===== config.mk =====
export PLATFORM = sky130hd
export DESIGN_NAME = ls_unit
export DESIGN_NICKNAME = d
export VERILOG_FILES = /design/src/rtl/ls_unit_pkg.sv /design/src/rtl/ls_extend.sv /design/src/rtl/ls_unit.sv
export SDC_FILE = /design/constraint.sdc
export NUM_CORES = 1
export LEC_CHECK = 0
export CAP_MARGIN = 5
export CORE_MARGIN = 5
export CORE_UTILIZATION = 48
export CTS_CLUSTER_SIZE = 30
export DETAILED_ROUTE_END_ITERATION = 8
export GPL_TIMING_DRIVEN = 1
export PLACE_DENSITY = 0.87
export RECOVER_POWER = 100
export SLEW_MARGIN = 20
export SYNTH_ARGS = -nofsm -noshare
export SYNTH_HDL_FRONTEND = slang
export SYNTH_SLANG_ARGS = --single-unit

===== constraint.sdc =====
create_clock -name clk -period 4.13 [get_ports clk]
set_input_delay 0.826 -clock clk [delete_from_list [all_inputs] [get_ports clk]]
set_output_delay 0.826 -clock clk [all_outputs]
set_load 0.01 [all_outputs]

===== src/rtl/ls_unit_pkg.sv =====
// Shared widths, opcode encodings, bus idle values and FSM state type for
// the load/store execution unit.
package ls_unit_pkg;

  localparam int DATA_W = 32;
  localparam int TAG_W  = 5;
  localparam int OP_W   = 5;
  localparam int ADDR_W = 32;

  // Idle values driven on the LS CDB when nothing is being broadcast
  localparam logic [TAG_W-1:0]  TAG_FREE  = '0;
  localparam logic [DATA_W-1:0] DATA_FREE = '0;

  // Memory op encodings issued by the LS buffer
  localparam logic [OP_W-1:0] OP_LB  = 5'd1;
  localparam logic [OP_W-1:0] OP_LH  = 5'd2;
  localparam logic [OP_W-1:0] OP_LW  = 5'd3;
  localparam logic [OP_W-1:0] OP_LBU = 5'd4;
  localparam logic [OP_W-1:0] OP_LHU = 5'd5;
  localparam logic [OP_W-1:0] OP_SB  = 5'd6;
  localparam logic [OP_W-1:0] OP_SH  = 5'd7;
  localparam logic [OP_W-1:0] OP_SW  = 5'd8;

  // Access size encoding on memSize
  localparam logic [1:0] MEM_SIZE_BYTE = 2'd0;
  localparam logic [1:0] MEM_SIZE_HALF = 2'd1;
  localparam logic [1:0] MEM_SIZE_WORD = 2'd2;

  typedef enum logic [1:0] {
    IDLE = 2'd0,
    MEM  = 2'd1,
    RESP = 2'd2
  } ls_state_t;

endpackage


===== src/rtl/ls_extend.sv =====
// Opcode decoder for the LS unit: gives access size, validity and direction,
// and shapes a 32b word. For loads the word is the sign/zero-extended read
// data; for stores it is the store data with unused upper bytes zeroed.
module ls_extend
  import ls_unit_pkg::*;
(
  input  logic [OP_W-1:0]   op,
  input  logic [DATA_W-1:0] raw,
  output logic [DATA_W-1:0] ext_data,
  output logic [1:0]        mem_size,
  output logic              is_valid,
  output logic              is_load
);

  // Decode the opcode and shape the data word to its access size
  always_comb begin
    ext_data = '0;
    mem_size = MEM_SIZE_BYTE;
    is_valid = 1'b0;
    is_load  = 1'b0;
    case (op)
      OP_LB: begin
        ext_data = {{24{raw[7]}}, raw[7:0]};
        mem_size = MEM_SIZE_BYTE;
        is_valid = 1'b1;
        is_load  = 1'b1;
      end
      OP_LBU: begin
        ext_data = {24'd0, raw[7:0]};
        mem_size = MEM_SIZE_BYTE;
        is_valid = 1'b1;
        is_load  = 1'b1;
      end
      OP_LH: begin
        ext_data = {{16{raw[15]}}, raw[15:0]};
        mem_size = MEM_SIZE_HALF;
        is_valid = 1'b1;
        is_load  = 1'b1;
      end
      OP_LHU: begin
        ext_data = {16'd0, raw[15:0]};
        mem_size = MEM_SIZE_HALF;
        is_valid = 1'b1;
        is_load  = 1'b1;
      end
      OP_LW: begin
        ext_data = raw;
        mem_size = MEM_SIZE_WORD;
        is_valid = 1'b1;
        is_load  = 1'b1;
      end
      OP_SB: begin
        ext_data = {24'd0, raw[7:0]};
        mem_size = MEM_SIZE_BYTE;
        is_valid = 1'b1;
      end
      OP_SH: begin
        ext_data = {16'd0, raw[15:0]};
        mem_size = MEM_SIZE_HALF;
        is_valid = 1'b1;
      end
      OP_SW: begin
        ext_data = raw;
        mem_size = MEM_SIZE_WORD;
        is_valid = 1'b1;
      end
      default: begin
        ext_data = '0;
      end
    endcase
  end

endmodule


===== src/rtl/ls_unit.sv =====
// Load/store execution unit: takes one op per grant from the LS buffer,
// issues a single outstanding memory request, extends load data and
// broadcasts the result on the LS CDB with a one-cycle LSdone pulse.
module ls_unit
  import ls_unit_pkg::*;
(
  input  logic              clk,
  input  logic              rst,
  input  logic              LSworkEn,
  input  logic [DATA_W-1:0] operandO,
  input  logic [DATA_W-1:0] operandT,
  input  logic [DATA_W-1:0] imm,
  input  logic [TAG_W-1:0]  wrtTag,
  input  logic [OP_W-1:0]   opCode,
  output logic              LSreadEn,
  output logic              LSdone,
  output logic              enLSwrt,
  output logic [TAG_W-1:0]  LStag,
  output logic [DATA_W-1:0] LSdata,
  output logic              memEn,
  output logic              memWr,
  output logic [ADDR_W-1:0] memAddr,
  output logic [1:0]        memSize,
  output logic [DATA_W-1:0] memWdata,
  input  logic              memDone,
  input  logic [DATA_W-1:0] memRdata
);

  ls_state_t state, state_next;

  logic [OP_W-1:0]   op_q;
  logic [TAG_W-1:0]  tag_q;

  logic [OP_W-1:0]   dec_op;
  logic [DATA_W-1:0] dec_raw;
  logic [DATA_W-1:0] dec_data;
  logic [1:0]        dec_size;
  logic              dec_valid;
  logic              dec_load;

  // One decoder serves both phases: in IDLE it shapes the incoming op's
  // store data, afterwards it extends the read data of the latched op.
  assign dec_op  = (state == IDLE) ? opCode   : op_q;
  assign dec_raw = (state == IDLE) ? operandT : memRdata;

  ls_extend u_extend (
    .op       (dec_op),
    .raw      (dec_raw),
    .ext_data (dec_data),
    .mem_size (dec_size),
    .is_valid (dec_valid),
    .is_load  (dec_load)
  );

  // Refuse a grant in the same cycle one is being accepted
  assign LSreadEn = (state == IDLE) & ~LSworkEn;

  // State register
  always_ff @(posedge clk) begin
    if (rst) state <= IDLE;
    else     state <= state_next;
  end

  // Next-state: invalid opcodes skip memory and respond immediately
  always_comb begin
    state_next = state;
    case (state)
      IDLE: if (LSworkEn) state_next = dec_valid ? MEM : RESP;
      MEM:  if (memDone)  state_next = RESP;
      RESP: state_next = IDLE;
      default: state_next = IDLE;
    endcase
  end

  // Registered memory request, latched op and CDB/done outputs
  always_ff @(posedge clk) begin
    if (rst) begin
      op_q     <= '0;
      tag_q    <= TAG_FREE;
      LSdone   <= 1'b0;
      enLSwrt  <= 1'b0;
      LStag    <= TAG_FREE;
      LSdata   <= DATA_FREE;
      memEn    <= 1'b0;
      memWr    <= 1'b0;
      memAddr  <= '0;
      memSize  <= MEM_SIZE_BYTE;
      memWdata <= '0;
    end else begin
      case (state)
        IDLE: begin
          LSdone  <= 1'b0;
          enLSwrt <= 1'b0;
          LStag   <= TAG_FREE;
          LSdata  <= DATA_FREE;
          if (LSworkEn) begin
            op_q  <= opCode;
            tag_q <= wrtTag;
            if (dec_valid) begin
              memEn    <= 1'b1;
              memWr    <= ~dec_load;
              memAddr  <= operandO + imm;
              memSize  <= dec_size;
              memWdata <= dec_load ? '0 : dec_data;
            end else begin
              LSdone <= 1'b1;
            end
          end
        end
        MEM: begin
          if (memDone) begin
            memEn  <= 1'b0;
            LSdone <= 1'b1;
            if (dec_load && (tag_q != TAG_FREE)) begin
              enLSwrt <= 1'b1;
              LStag   <= tag_q;
              LSdata  <= dec_data;
            end
          end
        end
        RESP: begin
          LSdone  <= 1'b0;
          enLSwrt <= 1'b0;
          LStag   <= TAG_FREE;
          LSdata  <= DATA_FREE;
        end
        default: begin
          memEn  <= 1'b0;
          LSdone <= 1'b0;
        end
      endcase
    end
  end

endmodule

# --- Word-level counts from Yosys, hierarchy flattened ---
# Index checks and enable logic that the tools add are counted.
totals:
  reg_bits: 119
  in_bits: 142
  output_inout_bits: 108
  elab_cells: 75
op_classes:
  add_sub_neg: 1
  n_eq_ne: 14
  muxes: 28
  bitwise_logic: 4
  reduce_logical: 16
op_table:
  columns: ["op", "count"]
  rows:
  - ["32-bit case mux with 5 select lines", 1]
  - ["32-bit two-way mux", 4]
  - ["32-bit case mux with 2 select lines", 1]
  - ["32-bit adder", 1]
  - ["5-bit by 3-bit equality test with 1-bit output (second input constant)", 4]
  - ["5-bit two-way mux", 3]
  - ["5-bit by 2-bit equality test with 1-bit output (second input constant)", 2]
  - ["1-bit two-way mux", 10]
  - ["5-bit case mux with 2 select lines", 1]
  - ["2-bit != test (second input constant)", 4]
  - ["2-bit case mux with 2 select lines", 2]
  - ["2-bit OR reduction", 4]
  - ["8-bit OR reduction", 1]
  - ["2-bit two-way mux", 3]
  - ["3-bit AND reduction", 2]
  - ["5-bit by 1-bit equality test with 1-bit output (second input constant)", 1]
  - ["5-bit by 4-bit equality test with 1-bit output (second input constant)", 1]
  - ["5-bit nonzero test", 1]
  - ["5-bit OR reduction", 1]
  - ["1-bit case mux with 2 select lines", 2]
  - ["2-bit AND reduction", 2]
  - ["4-bit AND reduction", 1]
  - ["1-bit NOT", 3]
  - ["1-bit case mux with 3 select lines", 1]
  - ["other kinds (7)", 7]

# --- Depth between registers and ports, before layout ---
depth:
  word_depth: 9
  mapped_depth: 11
  ltp_nobuf: 10

# --- Hierarchy ---
# Synthesis repeated with hierarchy kept, for this count alone.
hier_totals:
  hier_cells: 882
  hier_area_um2: 6966.7
by_module_without_submodules:
  columns: ["mod", "n_inst", "cells_each", "area_each_um2", "seq_area_each_um2"]
  rows:
  - ["ls_unit", 1, 814, 6465.0, 2382.3]
  - ["ls_extend", 1, 68, 501.7, 0.0]

# --- Worst setup path before layout ---
# OpenSTA, ideal clock, no wires.
synth_timing:
  path_kind: "input port to flip-flop"
  from: "input port operandO[0]"
  to: "register memAddr[12]"
  setup_time_ps: 117
  arrival_ps: 2926
  required_time_ps: 4013
  slack_ps: 1087
  path_stages: 10
  n_path_buf: 0
  cell_sequence: "ha_1 > fa_1 > a21oi_1 > o211ai_1 > a31o_2 > a311oi_1 > o21bai_1 > a21oi_1 > xnor2_1 > a22o_1"
synth_between:
  elab_chain_cells: 1
synth_lines:
  columns: ["element", "line", "source"]
  rows:
  - ["start, declared", "ls_unit.sv:10", "input logic [DATA_W-1:0] operandO,"]
  - ["32-bit adder", "ls_unit.sv:102", "memAddr <= operandO + imm;"]
  - ["end signal, assigned", "ls_unit.sv:102", null]
  - ["end, declared", "ls_unit.sv:22", "output logic [ADDR_W-1:0] memAddr,"]
# Every way passes these cells.
# A chain may end at the register's enable or synchronous reset.

# --- Worst setup path after layout ---
layout_timing:
  from: "input port opCode[4]"
  to: "register LSdata[20]"
layout_between:
  elab_chain_cells: 7
  word_cells_on_any_way: 21
  cone_classes: "eq/ne (9); mux (6); reduce/logical (6)"
layout_lines:
  columns: ["element", "line", "source"]
  rows:
  - ["start, declared", "ls_unit.sv:14", "input logic [OP_W-1:0] opCode,"]
  - ["5-bit two-way mux *", "ls_unit.sv:43", "assign dec_op = (state == IDLE) ? opCode : op_q;"]
  - ["5-bit by 2-bit equality test with 1-bit output (tied with other cells)", "ls_extend.sv:21", "case (op)"]
  - ["2-bit OR reduction (no source line) or 5-bit OR reduction (tied branches)", null, null]
  - ["32-bit case mux with 5 select lines or 1-bit two-way mux (tied branches)", "ls_extend.sv:21", null]
  - ["32-bit two-way mux or 1-bit logical AND (tied branches)", "ls_unit.sv:114", "if (dec_load && (tag_q != TAG_FREE)) begin"]
  - ["32-bit two-way mux or 2-bit != test (tied branches)", null, null]
  - ["32-bit case mux with 2 select lines or 3-bit AND reduction (tied branches)", null, null]
  - ["end signal, assigned", "ls_unit.sv:117", "LSdata <= dec_data;"]
  - ["end, declared", "ls_unit.sv:19", "output logic [DATA_W-1:0] LSdata,"]
# Mark *: on every way between the ends. The rest lies on a longest branch, timed or not. The select of a mux whose other input is x is not followed.

==> impl_results.rst <==
.. list-table::
   :header-rows: 1

   * - Metric
     - Value
   * - Per-cell routed wire length
     - 17.4 microns
   * - Overall die area
     - 15600 sq um
   * - Buffers on Ports
     - 249
   * - Number of antenna violations at the first check in global routing
     - 0
   * - Count of inserted antenna diode cells
     - 0
   * - Worst rel slew slack
     - between 20% and 30%
   * - Vertical die dimension
     - 125 microns
   * - Final antenna-violating net count
     - 0
   * - Peak ir drop on the vdd network
     - 0.000247 V
   * - Mean number of vias per cell
     - 5.60
   * - Hold_buf cts
     - 0
   * - Peak Freq
     - roughly 0.28 GHz
   * - Run status
     - completed
   * - Proportion of synthesized flip-flops having asynchronous set or reset
     - 0%
   * - TritonCTS buffer count
     - 17
   * - Startpoint of the most critical register-to-register path
     - state[1]
   * - Total global routing track utilization
     - between 20% and 30%
   * - Sequential fraction of the synthesis area
     - 37.7%
   * - Post-Synthesis Mean Instance Area
     - 8.25 sq um
   * - Number of violations of the max-capacitance limit
     - 0
   * - Placer congestion estimate
     - roughly 0.92
   * - Hold Slack
     - 0.443 ns
   * - Worst hold path class
     - reg -> reg
   * - Total grt overflow
     - 0
   * - Share of the synthesized area in the top cell type
     - a little under two fifths
   * - Endpoint arrival time on the critical path
     - 3.88 ns
   * - Setup TNS
     - 0 ns
   * - Post-layout nets
     - 1172
   * - Detailed-placement wirelength estimate
     - between 15 and 20 mm
   * - Synthesis-to-layout area growth
     - 50.3%
   * - Clock net sink count
     - between 100 and 150
   * - RSZ-0062 raised after global routing
     - no
   * - Width of the die
     - between 100 and 150 microns
   * - Remaining routing DRC violations
     - 0
   * - First-pass GRT wire length
     - between 30 and 40 mm
   * - Starting Density
     - 48.3%
   * - Detailed-route wire length
     - 20.6 mm
   * - WP data required
     - 4.43 ns
   * - Clock Skews
     - 0.0110 ns
   * - Post-synth EDFFs
     - 0
   * - TritonCTS clock tree
     - done
   * - Cell area power density
     - roughly 400 nW/um^2
   * - Number of pins with negative max-slew slack in the final report
     - 0
   * - Min-Delay Startpoint
     - LSdata[2]
   * - Number of standard cells after synthesis
     - 766
   * - Worst skew pair latency
     - 0.42 ns
   * - FF+latch count, synth
     - 119
   * - DR vias
     - 6642
   * - Final Util
     - 72.5%
   * - Post-Syn Nets
     - 940
   * - Boundary pin count
     - 250
   * - Core Footprint
     - 13100 sq um
   * - Critical Setup Path Class
     - in -> reg
   * - Post-synth top area cell
     - sky130_fd_sc_hd__dfxtp_1
   * - Leakage power figure
     - 4.03 nW
   * - Number of different library cells in the post-synthesis netlist
     - 60
   * - Fraction of final layout cells with drive strength greater than 1
     - 5.34%
   * - Transition at the pin with the smallest max-transition slack
     - 1.13 ns
   * - Post-CTS resize count
     - 0
   * - Buffer type at the clock tree root
     - sky130_fd_sc_hd__clkbuf_16
   * - FP Rows
     - 42
   * - Total number of yosys warnings
     - 0
   * - Final setup fails
     - 0
   * - CTS H-tree depth
     - 4
   * - Most area-consuming cells after synthesis
     - sky130_fd_sc_hd__dfxtp_1, sky130_fd_sc_hd__a21oi_1, sky130_fd_sc_hd__nand2_1
   * - Clock slew at the register clock pins of the worst setup and hold paths
     - 0.06 ns
   * - Post-Synthesis Cell Area
     - around 6300 sq um
   * - Highest fanout seen on the critical path
     - 24
   * - Number of DRC markers in iteration 0
     - about 480
   * - Number of fillers in the final layout
     - 1008
   * - Number of setup buffers added after CTS
     - 0
   * - Minimum clock period after layout
     - approximately 3.6 ns
   * - Category of the worst setup path capture point
     - register
   * - Via count of the first global-routing pass
     - 6490
   * - Drt pass-1 iters
     - 5
   * - Part of the cycle the worst path needs
     - 86.7%
   * - Post-synth top flop
     - sky130_fd_sc_hd__dfxtp_1
   * - CP startpoint
     - opCode[4]
   * - Pin count of the biggest net entering global routing
     - 56
   * - Maximum count of clock buffers along a single path
     - 2
   * - Type of origin of the critical path
     - input pin
   * - Number of hold-slack violations in the final timing report
     - 0
[cell type report]
cell class	instances	area (sq um)	area share [%]
multi-input cells	587	3650	38.4
clock buffers	22	484	5.10
inverters	12	45.0	0.475
clock inverters	10	141	1.49
flip-flops and latches	119	2380	25.1
well taps	176	220	2.32
repair buffers	261	2570	27.1
[cells in the mapped netlist, types with 3 or more instances]
master and instances:
sky130_fd_sc_hd__o211ai_1 6, sky130_fd_sc_hd__and2_1 8, sky130_fd_sc_hd__inv_1 12, sky130_fd_sc_hd__o21a_1 14
sky130_fd_sc_hd__nand2_1 106, sky130_fd_sc_hd__ha_1 31, sky130_fd_sc_hd__xor2_1 10, sky130_fd_sc_hd__nand2b_1 5
sky130_fd_sc_hd__a21o_1 10, sky130_fd_sc_hd__clkbuf_1 34, sky130_fd_sc_hd__a211oi_1 8, sky130_fd_sc_hd__nand3_1 30
sky130_fd_sc_hd__nor4b_1 3, sky130_fd_sc_hd__a22oi_1 24, sky130_fd_sc_hd__a31oi_1 6, sky130_fd_sc_hd__a21oi_1 81
sky130_fd_sc_hd__o21bai_1 6, sky130_fd_sc_hd__xnor2_1 18, sky130_fd_sc_hd__o21ai_0 49, sky130_fd_sc_hd__buf_6 3
sky130_fd_sc_hd__nor2_1 65, sky130_fd_sc_hd__a41oi_1 3, sky130_fd_sc_hd__o21ai_1 3, sky130_fd_sc_hd__mux2i_1 27
sky130_fd_sc_hd__nand3b_1 4, sky130_fd_sc_hd__nand4_1 3, sky130_fd_sc_hd__dfxtp_1 119, sky130_fd_sc_hd__and3_1 5
sky130_fd_sc_hd__nor3_1 6, sky130_fd_sc_hd__buf_2 8, sky130_fd_sc_hd__a22o_1 23
[cell usage in the layout (no fill, tap or decap), types with 5 or more instances in the layout]
master                            synthesis  final
sky130_fd_sc_hd__and2_1                   8      6
sky130_fd_sc_hd__xnor2_1                 18     18
sky130_fd_sc_hd__a21oi_1                 81     81
sky130_fd_sc_hd__a31oi_1                  6      7
sky130_fd_sc_hd__and3_1                   5      5
sky130_fd_sc_hd__clkbuf_16                0     17
sky130_fd_sc_hd__o21ai_0                 49     49
sky130_fd_sc_hd__ha_1                    31     31
sky130_fd_sc_hd__dfxtp_1                119    119
sky130_fd_sc_hd__a22o_1                  23     23
sky130_fd_sc_hd__mux2i_1                 27     27
sky130_fd_sc_hd__o21bai_1                 6      6
sky130_fd_sc_hd__nand3_1                 30     30
sky130_fd_sc_hd__o21a_1                  14     14
sky130_fd_sc_hd__o211ai_1                 6      6
sky130_fd_sc_hd__inv_1                   12     12
sky130_fd_sc_hd__xor2_1                  10     10
sky130_fd_sc_hd__clkdlybuf4s50_1          0    137
sky130_fd_sc_hd__a21o_1                  10     10
sky130_fd_sc_hd__buf_4                    2     10
sky130_fd_sc_hd__a22oi_1                 24     24
sky130_fd_sc_hd__nand2_1                106    105
sky130_fd_sc_hd__nor2_1                  65     65
sky130_fd_sc_hd__nand2b_1                 5      5
sky130_fd_sc_hd__dlygate4sd3_1            0    111
sky130_fd_sc_hd__a211oi_1                 8      8
sky130_fd_sc_hd__nor3_1                   6      6
[registers in the layout, indices dropped and copies added, names as in the netlist, 2 cells and up]
name / cells
LSdata: 32
LStag: 5
memAddr: 32
memSize: 2
memWdata: 32
op_q: 5
state: 2
tag_q: 5
[report_power, final]
group          switching [mW]  leakage, nW  internal, mW
Combinational           0.602         2.76         0.485
Sequential             0.0478        0.964          1.23
Clock                   0.521        0.303          1.02
Total                    1.17         4.03          2.73
[stage by stage]
stage                     total power, mW  std cells  worst slack (ns)  cell area (sq um)
final                                3.90       1187             0.550               9490
after global routing                 4.08       1187             0.416               9490
after CTS                            3.96       1187             0.892               9520
after detailed placement             2.40       1155             0.464               8900
after global placement               2.39       1155             0.520               8900
after floorplan                      1.96        766              1.09               6320
[worst paths after layout]
kind / slack, ns / cells past startpoint / endpoint
max: 0.55 / 8 / LSdata[20]
min: 0.44 / 2 / LSdata[2]
max reg2reg: 0.97 / 9 / memWdata[23]
min reg2reg: 0.44 / 2 / LSdata[2]
[kinds of logic after synthesis]
family	share of synthesized area [%]
xor+xnor	3.88
buf+inv	4.20
mux	4.68
simple gates	17.7
flops	37.7
fa+ha+maj	6.46
compound gates	25.4
[routing by layer]
metal	wire, microns	vias to the layer above	global-route usage, %
met5	0	-	0
met4	664	0	11.7
met3	1730	66	7.12
met2	9900	300	43.0
met1	8300	3056	29.2
li1	-	3220	-
[critical path: stages]
cell	delay, ns
sky130_fd_sc_hd__dlygate4sd3_1	0.59
sky130_fd_sc_hd__or4_2	0.62
sky130_fd_sc_hd__o31ai_1	0.24
sky130_fd_sc_hd__o211ai_1	0.19
sky130_fd_sc_hd__a211o_1	0.38
sky130_fd_sc_hd__o21ai_4	0.37
sky130_fd_sc_hd__nor2_2	0.31
sky130_fd_sc_hd__a22o_1	0.34
Power figures use the tool's default switching activity.
